**config.mk**
```make
export PLATFORM = sky130hd
export DESIGN_NAME = rc4_decrypt
export DESIGN_NICKNAME = d
export VERILOG_FILES = /design/src/rtl/rc4_pkg.sv /design/src/rtl/rc4_decrypt.sv
export SDC_FILE = /design/constraint.sdc
export NUM_CORES = 1
export LEC_CHECK = 0
export BUFFER_PORTS_ARGS = -buffer_cell sky130_fd_sc_hd__buf_4
export CAP_MARGIN = 20
export CORE_UTILIZATION = 40
export DETAILED_ROUTE_END_ITERATION = 10
export PLACE_DENSITY_LB_ADDON = 0.05
export SETUP_SLACK_MARGIN = 0.1
export SLEW_MARGIN = 40
export SYNTH_ARGS = -nofsm -noshare
export SYNTH_HDL_FRONTEND = slang
export SYNTH_SLANG_ARGS = --single-unit
```
**constraint.sdc**
```tcl
create_clock -name clk -period 5.1 [get_ports clk]
set_input_delay 1.02 -clock clk [delete_from_list [all_inputs] [get_ports clk]]
set_output_delay 1.02 -clock clk [all_outputs]
set_load 0.02 [all_outputs]
```
**src/rtl/rc4_pkg.sv**
```systemverilog
// Shared constants and FSM encoding for the RC4 keystream/decrypt block.
package rc4_pkg;

    localparam int S_DEPTH     = 256;
    localparam int MAX_MSG_LEN = 32;
    localparam int IDX_W       = $clog2(S_DEPTH);
    localparam int K_W         = $clog2(MAX_MSG_LEN);

    typedef enum logic [3:0] {
        IDLE,
        RD_SI,
        WAIT_SI,
        RD_SJ,
        WAIT_SJ,
        WR_SI,
        WR_SJ,
        RD_F,
        WAIT_F,
        WR_DEC,
        DONE
    } rc4_state_t;

endpackage

```
**src/rtl/rc4_decrypt.sv**
```systemverilog
// RC4 PRGA over an externally held, already-shuffled S array: produces MSG_LEN
// keystream bytes, XORs them with the ciphertext ROM and writes the plaintext RAM.
module rc4_decrypt
    import rc4_pkg::*;
#(
    parameter int MSG_LEN = 32
) (
    input  logic             clk,
    input  logic             reset_n,
    input  logic             start,
    output logic             finish,
    output logic [IDX_W-1:0] s_address,
    output logic [7:0]       s_data,
    output logic             s_wren,
    input  logic [7:0]       s_q,
    output logic [K_W-1:0]   rom_address,
    input  logic [7:0]       rom_q,
    output logic [K_W-1:0]   dec_address,
    output logic [7:0]       dec_data,
    output logic             dec_wren
);

    localparam logic [K_W-1:0] LAST_K = K_W'(MSG_LEN - 1);

    rc4_state_t state_reg, state_next;

    logic [IDX_W-1:0] i_reg;
    logic [IDX_W-1:0] j_reg;
    logic [K_W-1:0]   k_reg;
    logic [7:0]       s_i_reg;
    logic [7:0]       s_j_reg;
    logic [7:0]       s_f_reg;
    logic [7:0]       rom_byte_reg;
    logic [IDX_W-1:0] f_index;

    // After the swap S[i]+S[j] equals the pre-swap s_i+s_j, so the latched pair suffices.
    assign f_index = s_i_reg + s_j_reg;

    always_ff @(posedge clk or negedge reset_n) begin
        if (!reset_n) begin
            state_reg <= IDLE;
        end else begin
            state_reg <= state_next;
        end
    end

    always_comb begin
        state_next = state_reg;
        unique case (state_reg)
            IDLE:    if (start) state_next = RD_SI;
            RD_SI:   state_next = WAIT_SI;
            WAIT_SI: state_next = RD_SJ;
            RD_SJ:   state_next = WAIT_SJ;
            WAIT_SJ: state_next = WR_SI;
            WR_SI:   state_next = WR_SJ;
            WR_SJ:   state_next = RD_F;
            RD_F:    state_next = WAIT_F;
            WAIT_F:  state_next = WR_DEC;
            WR_DEC:  state_next = (k_reg == LAST_K) ? DONE : RD_SI;
            DONE:    if (!start) state_next = IDLE;
            default: state_next = IDLE;
        endcase
    end

    always_ff @(posedge clk or negedge reset_n) begin
        if (!reset_n) begin
            i_reg        <= '0;
            j_reg        <= '0;
            k_reg        <= '0;
            s_i_reg      <= '0;
            s_j_reg      <= '0;
            s_f_reg      <= '0;
            rom_byte_reg <= '0;
        end else begin
            unique case (state_reg)
                IDLE: begin
                    // Every run restarts the PRGA; i is pre-incremented for byte 0.
                    if (start) begin
                        i_reg <= IDX_W'(1);
                        j_reg <= '0;
                        k_reg <= '0;
                    end
                end
                WAIT_SI: begin
                    s_i_reg <= s_q;
                    j_reg   <= j_reg + s_q;
                end
                WAIT_SJ: begin
                    s_j_reg <= s_q;
                end
                WAIT_F: begin
                    s_f_reg      <= s_q;
                    rom_byte_reg <= rom_q;
                end
                WR_DEC: begin
                    if (k_reg != LAST_K) begin
                        k_reg <= k_reg + 1'b1;
                        i_reg <= i_reg + 1'b1;
                    end
                end
                default: ;
            endcase
        end
    end

    always_comb begin
        finish      = 1'b0;
        s_address   = '0;
        s_data      = '0;
        s_wren      = 1'b0;
        rom_address = '0;
        dec_address = '0;
        dec_data    = '0;
        dec_wren    = 1'b0;
        unique case (state_reg)
            RD_SI, WAIT_SI: s_address = i_reg;
            RD_SJ, WAIT_SJ: s_address = j_reg;
            WR_SI: begin
                s_address = i_reg;
                s_data    = s_j_reg;
                s_wren    = 1'b1;
            end
            WR_SJ: begin
                s_address = j_reg;
                s_data    = s_i_reg;
                s_wren    = 1'b1;
            end
            RD_F, WAIT_F: begin
                s_address   = f_index;
                rom_address = k_reg;
            end
            WR_DEC: begin
                rom_address = k_reg;
                dec_address = k_reg;
                dec_data    = s_f_reg ^ rom_byte_reg;
                dec_wren    = 1'b1;
            end
            DONE:    finish = 1'b1;
            default: ;
        endcase
    end

endmodule
```
==> key figures <==
Worst hold path
  • Hold depth: 1
  • Hold Path Class: register to register
  • Hold Crit Start: j_reg[7]
  • WHS Endpoint: j_reg[7]

STA
  • Fin crit period: 3.78 ns
  • Max Fclk: 0.264 GHz
  • Setup TNS: 0 ns
  • Slew HR: 52.0%
  • RSZ-0062 raised after global routing: false
  • # setup viols final: 0
  • Skew final: 0.00698 ns
  • Hold WS: 0.507 ns
  • Hold Violations, Final: 0
  • Slew @ Worst Pin: 0.719 ns
  • Slew Viols, Final: 0
  • Period utilization: 74.2%

Synthesis
  • Syn nets: 383
  • Syn. warnings: 0
  • Post-Syn Instances: 345
  • Synth unique cells: 47
  • Seq/Total Area, Yosys: 42.1%
  • Syn_area_per_cell: 9.83 sq um
  • Post-Synthesis Cell Area: 3390 sq um
  • Register bit count reported by yosys: 57
  • EDFF count, synth: 0
  • Ys flop type: dfrtp_1
  • FFs w/ async S/R, synth: 100%

Pwr
  • Sw Ratio: 31.7%
  • Switching power total: 0.000431 W
  • Sequential Power Share: 39.5%
  • Power per Cell Area: 332 nW/um^2
  • Comb pwr share: 28.2%
  • Leakage power: 1.91 nW
  • P_int: 0.000930 W
  • Clock Power Share: 32.3%
  • Maximum vdd drop: 0.199 mV

Worst setup path
  • CP Capture Type: output pin
  • Kind of critical path: register to output pin
  • CP Launch Point: state_reg[0]
  • Slowest stage cell, crit path: nor2b_1
  • Critical-path cell list: nor2b_1 -> a21oi_1 -> nor2_1 -> a22oi_1 -> o31ai_1 -> buf_4
  • Crit start category: register
  • CP arrival: 2.76 ns
  • CP max FO: 11
  • Worst reg2reg path startpoint: state_reg[1]
  • Max stage delay on crit path: 0.65 ns
  • FF-to-FF setup slack: 2.52 ns
  • R2r worst-path depth: 6
  • Worst path required time: 4.08 ns
  • Worst reg2reg path endpoint: j_reg[7]

Global route
  • Total GRT Usage: 19.9%
  • First-pass GRT wire length: 13200 um
  • Congestion Overflow GR: 0
  • Vias in the first global route: 2535
  • Initial antenna violation count: 0
  • Pin count of the biggest net entering global routing: 58

Cells and area
  • Area growth, synth to finish: 20.8%
  • Fill cells: 791
  • Share of post-route cells with drive strength above 1: 26.4%
  • Diodes inserted: 0
  • Final #Nets: 438

Routing
  • Vias: 2700
  • Routed Antenna Nets: 0
  • Post-Route WL: 8080 um
  • Pre-Repair DR Iteration Count: 4
  • DRC violations left: 0
  • Initial drt markers: 109
  • Vias/cell: 5.29
  • WL/cell: 15.8 um

CTS
  • Hold buffers post-CTS: 0
  • Post-CTS Setup Repair Bufs: 0
  • CTS tree: built
  • H-Tree Depth: 3
  • Later-pin clock latency in the skew report: 0.34 ns
  • Clk root buf: clkbuf_8
  • Cts bufs inserted: 9
  • # clock sinks: 57
  • Maximum clock path buffer count: 2
  • Worst-path clk slew: 0.07 ns
  • Post-cts resize count: 0

Floorplan
  • IO Count: 56
  • Total die area: 8850 sq um
  • Starting Density: 41.3%
  • Row count: 33
  • Die Ht: 94.1 um
  • Die Wd: 94.1 um
  • Total core area: 8220 sq um

Run status
  • Status: completed

Flow run
  • Max-cap violations: 0

Placement
  • PortBufs: 55
  • Post-DP HPWL: 5850 um
  • GPL Wtd Cong: 0.823
worst max-delay path: cells and delay by family (launching register included):
kind,cells,cell delay (ns)
AO/OA/AOI/OAI,3,0.41
flip-flops,1,0.64
AND/OR/NAND/NOR,2,1.17
buffers and inverters,1,0.21
cell usage in the layout (no fill, tap or decap), types with 4 or more instances in the layout:
cell type	n
xor2_1	11
a22oi_1	15
o22ai_1	4
nor2_1	37
a21o_1	4
ha_1	17
a22o_1	4
nor2b_1	8
nand2b_1	7
buf_4	55
a211oi_1	4
nand2_1	42
o21ai_0	16
nor3_1	4
a21oi_1	10
xnor2_1	13
mux2_2	25
nand3_1	4
inv_1	9
dfrtp_1	57
and2_1	5
clkbuf_8	11
routing by layer:
metal | GRT usage, % | share of wire, %
met1 | 28.6 | 50
met4 | 6.03 | 1.8
met5 | 0 | 0
met3 | 4.94 | 4.4
met2 | 29.3 | 44
synthesized netlist by cell type, types with 3 or more instances:
master	count	area, sq um
buf_2	7	35.0
a21o_1	4	30.0
nor2b_1	8	50.1
mux2_2	25	282
mux2i_1	3	30.0
buf_4	4	30.0
nand2_1	42	158
nand2b_1	7	43.8
xnor2_1	13	114
and2_1	5	31.3
o21ai_0	16	80.1
inv_1	9	33.8
nor3_2	3	30.0
a22oi_1	15	113
o21a_1	3	22.5
o22ai_1	4	25.0
nand3_1	4	20.0
o31ai_1	3	22.5
a211oi_1	4	30.0
ha_1	17	213
xor2_1	11	96.3
nor2_1	37	139
dfrtp_1	57	1430
nor3_1	4	20.0
a21oi_1	10	50.1
a22o_1	4	35.0
nand4_1	3	18.8
cell families after synthesis:
kind of cell               synth area share, %
adders and majority gates                 7.45
buffers and inverters                     3.25
xor gates and xnor gates                  6.20
and+or+nand+nor                           18.4
AOI/OAI and AO/OA                         13.4
DFF                                       42.1
muxes                                     9.19
how the worst max path moves through the flow:
| stage | cells after the start | endpoint | slack (ns) |
|---|---|---|---|
| 3_3_place_gp | 10 | s_address[6] | 1.67 |
| 2_1_floorplan | 9 | s_address[6] | 1.92 |
| 6_report | 6 | s_address[6] | 1.32 |
| 4_1_cts | 10 | s_address[6] | 1.31 |
| 5_1_grt | 6 | s_address[4] | 1.12 |
| 3_5_place_dp | 10 | s_address[6] | 1.72 |
cell type report:
| type | instances | area (sq um) | share of cell area (%) |
|---|---|---|---|
| Multi-Input combinational cell | 265 | 1860 | 45.4 |
| Timing Repair Buffer | 57 | 435 | 10.6 |
| Inverter | 10 | 37.5 | 0.916 |
| Sequential cell | 57 | 1430 | 34.8 |
| Tap cell | 105 | 131 | 3.21 |
| Clock buffer | 12 | 155 | 3.79 |
| Clock inverter | 4 | 51.3 | 1.25 |
power groups by stage:
| stage | Combinational [W] | Clock (W) | Sequential [W] |
|---|---|---|---|
| final | 0.000384 | 0.000439 | 0.000538 |
| after global routing | 0.000429 | 0.000473 | 0.000542 |
| after CTS | 0.000385 | 0.000452 | 0.000538 |
| after detailed placement | 0.000382 | 0 | 0.000547 |
| after global placement | 0.000376 | 0 | 0.000548 |
| after floorplan | 0.000270 | 0 | 0.000532 |
stage by stage:
stage | util, % | instance area (sq um) | cells | setup WS [ns] | power, W
6_report | 49.9 | 4100 | 510 | 1.32 | 0.00136
5_1_grt | 49.9 | 4100 | 510 | 1.12 | 0.00144
4_1_cts | 49.8 | 4090 | 510 | 1.31 | 0.00137
3_5_place_dp | 47.3 | 3890 | 494 | 1.72 | 0.000928
3_3_place_gp | 47.1 | 3870 | 493 | 1.67 | 0.000924
2_1_floorplan | - | 3390 | 345 | 1.92 | 0.000802
No activity file was read; power rests on OpenSTA's default activity.
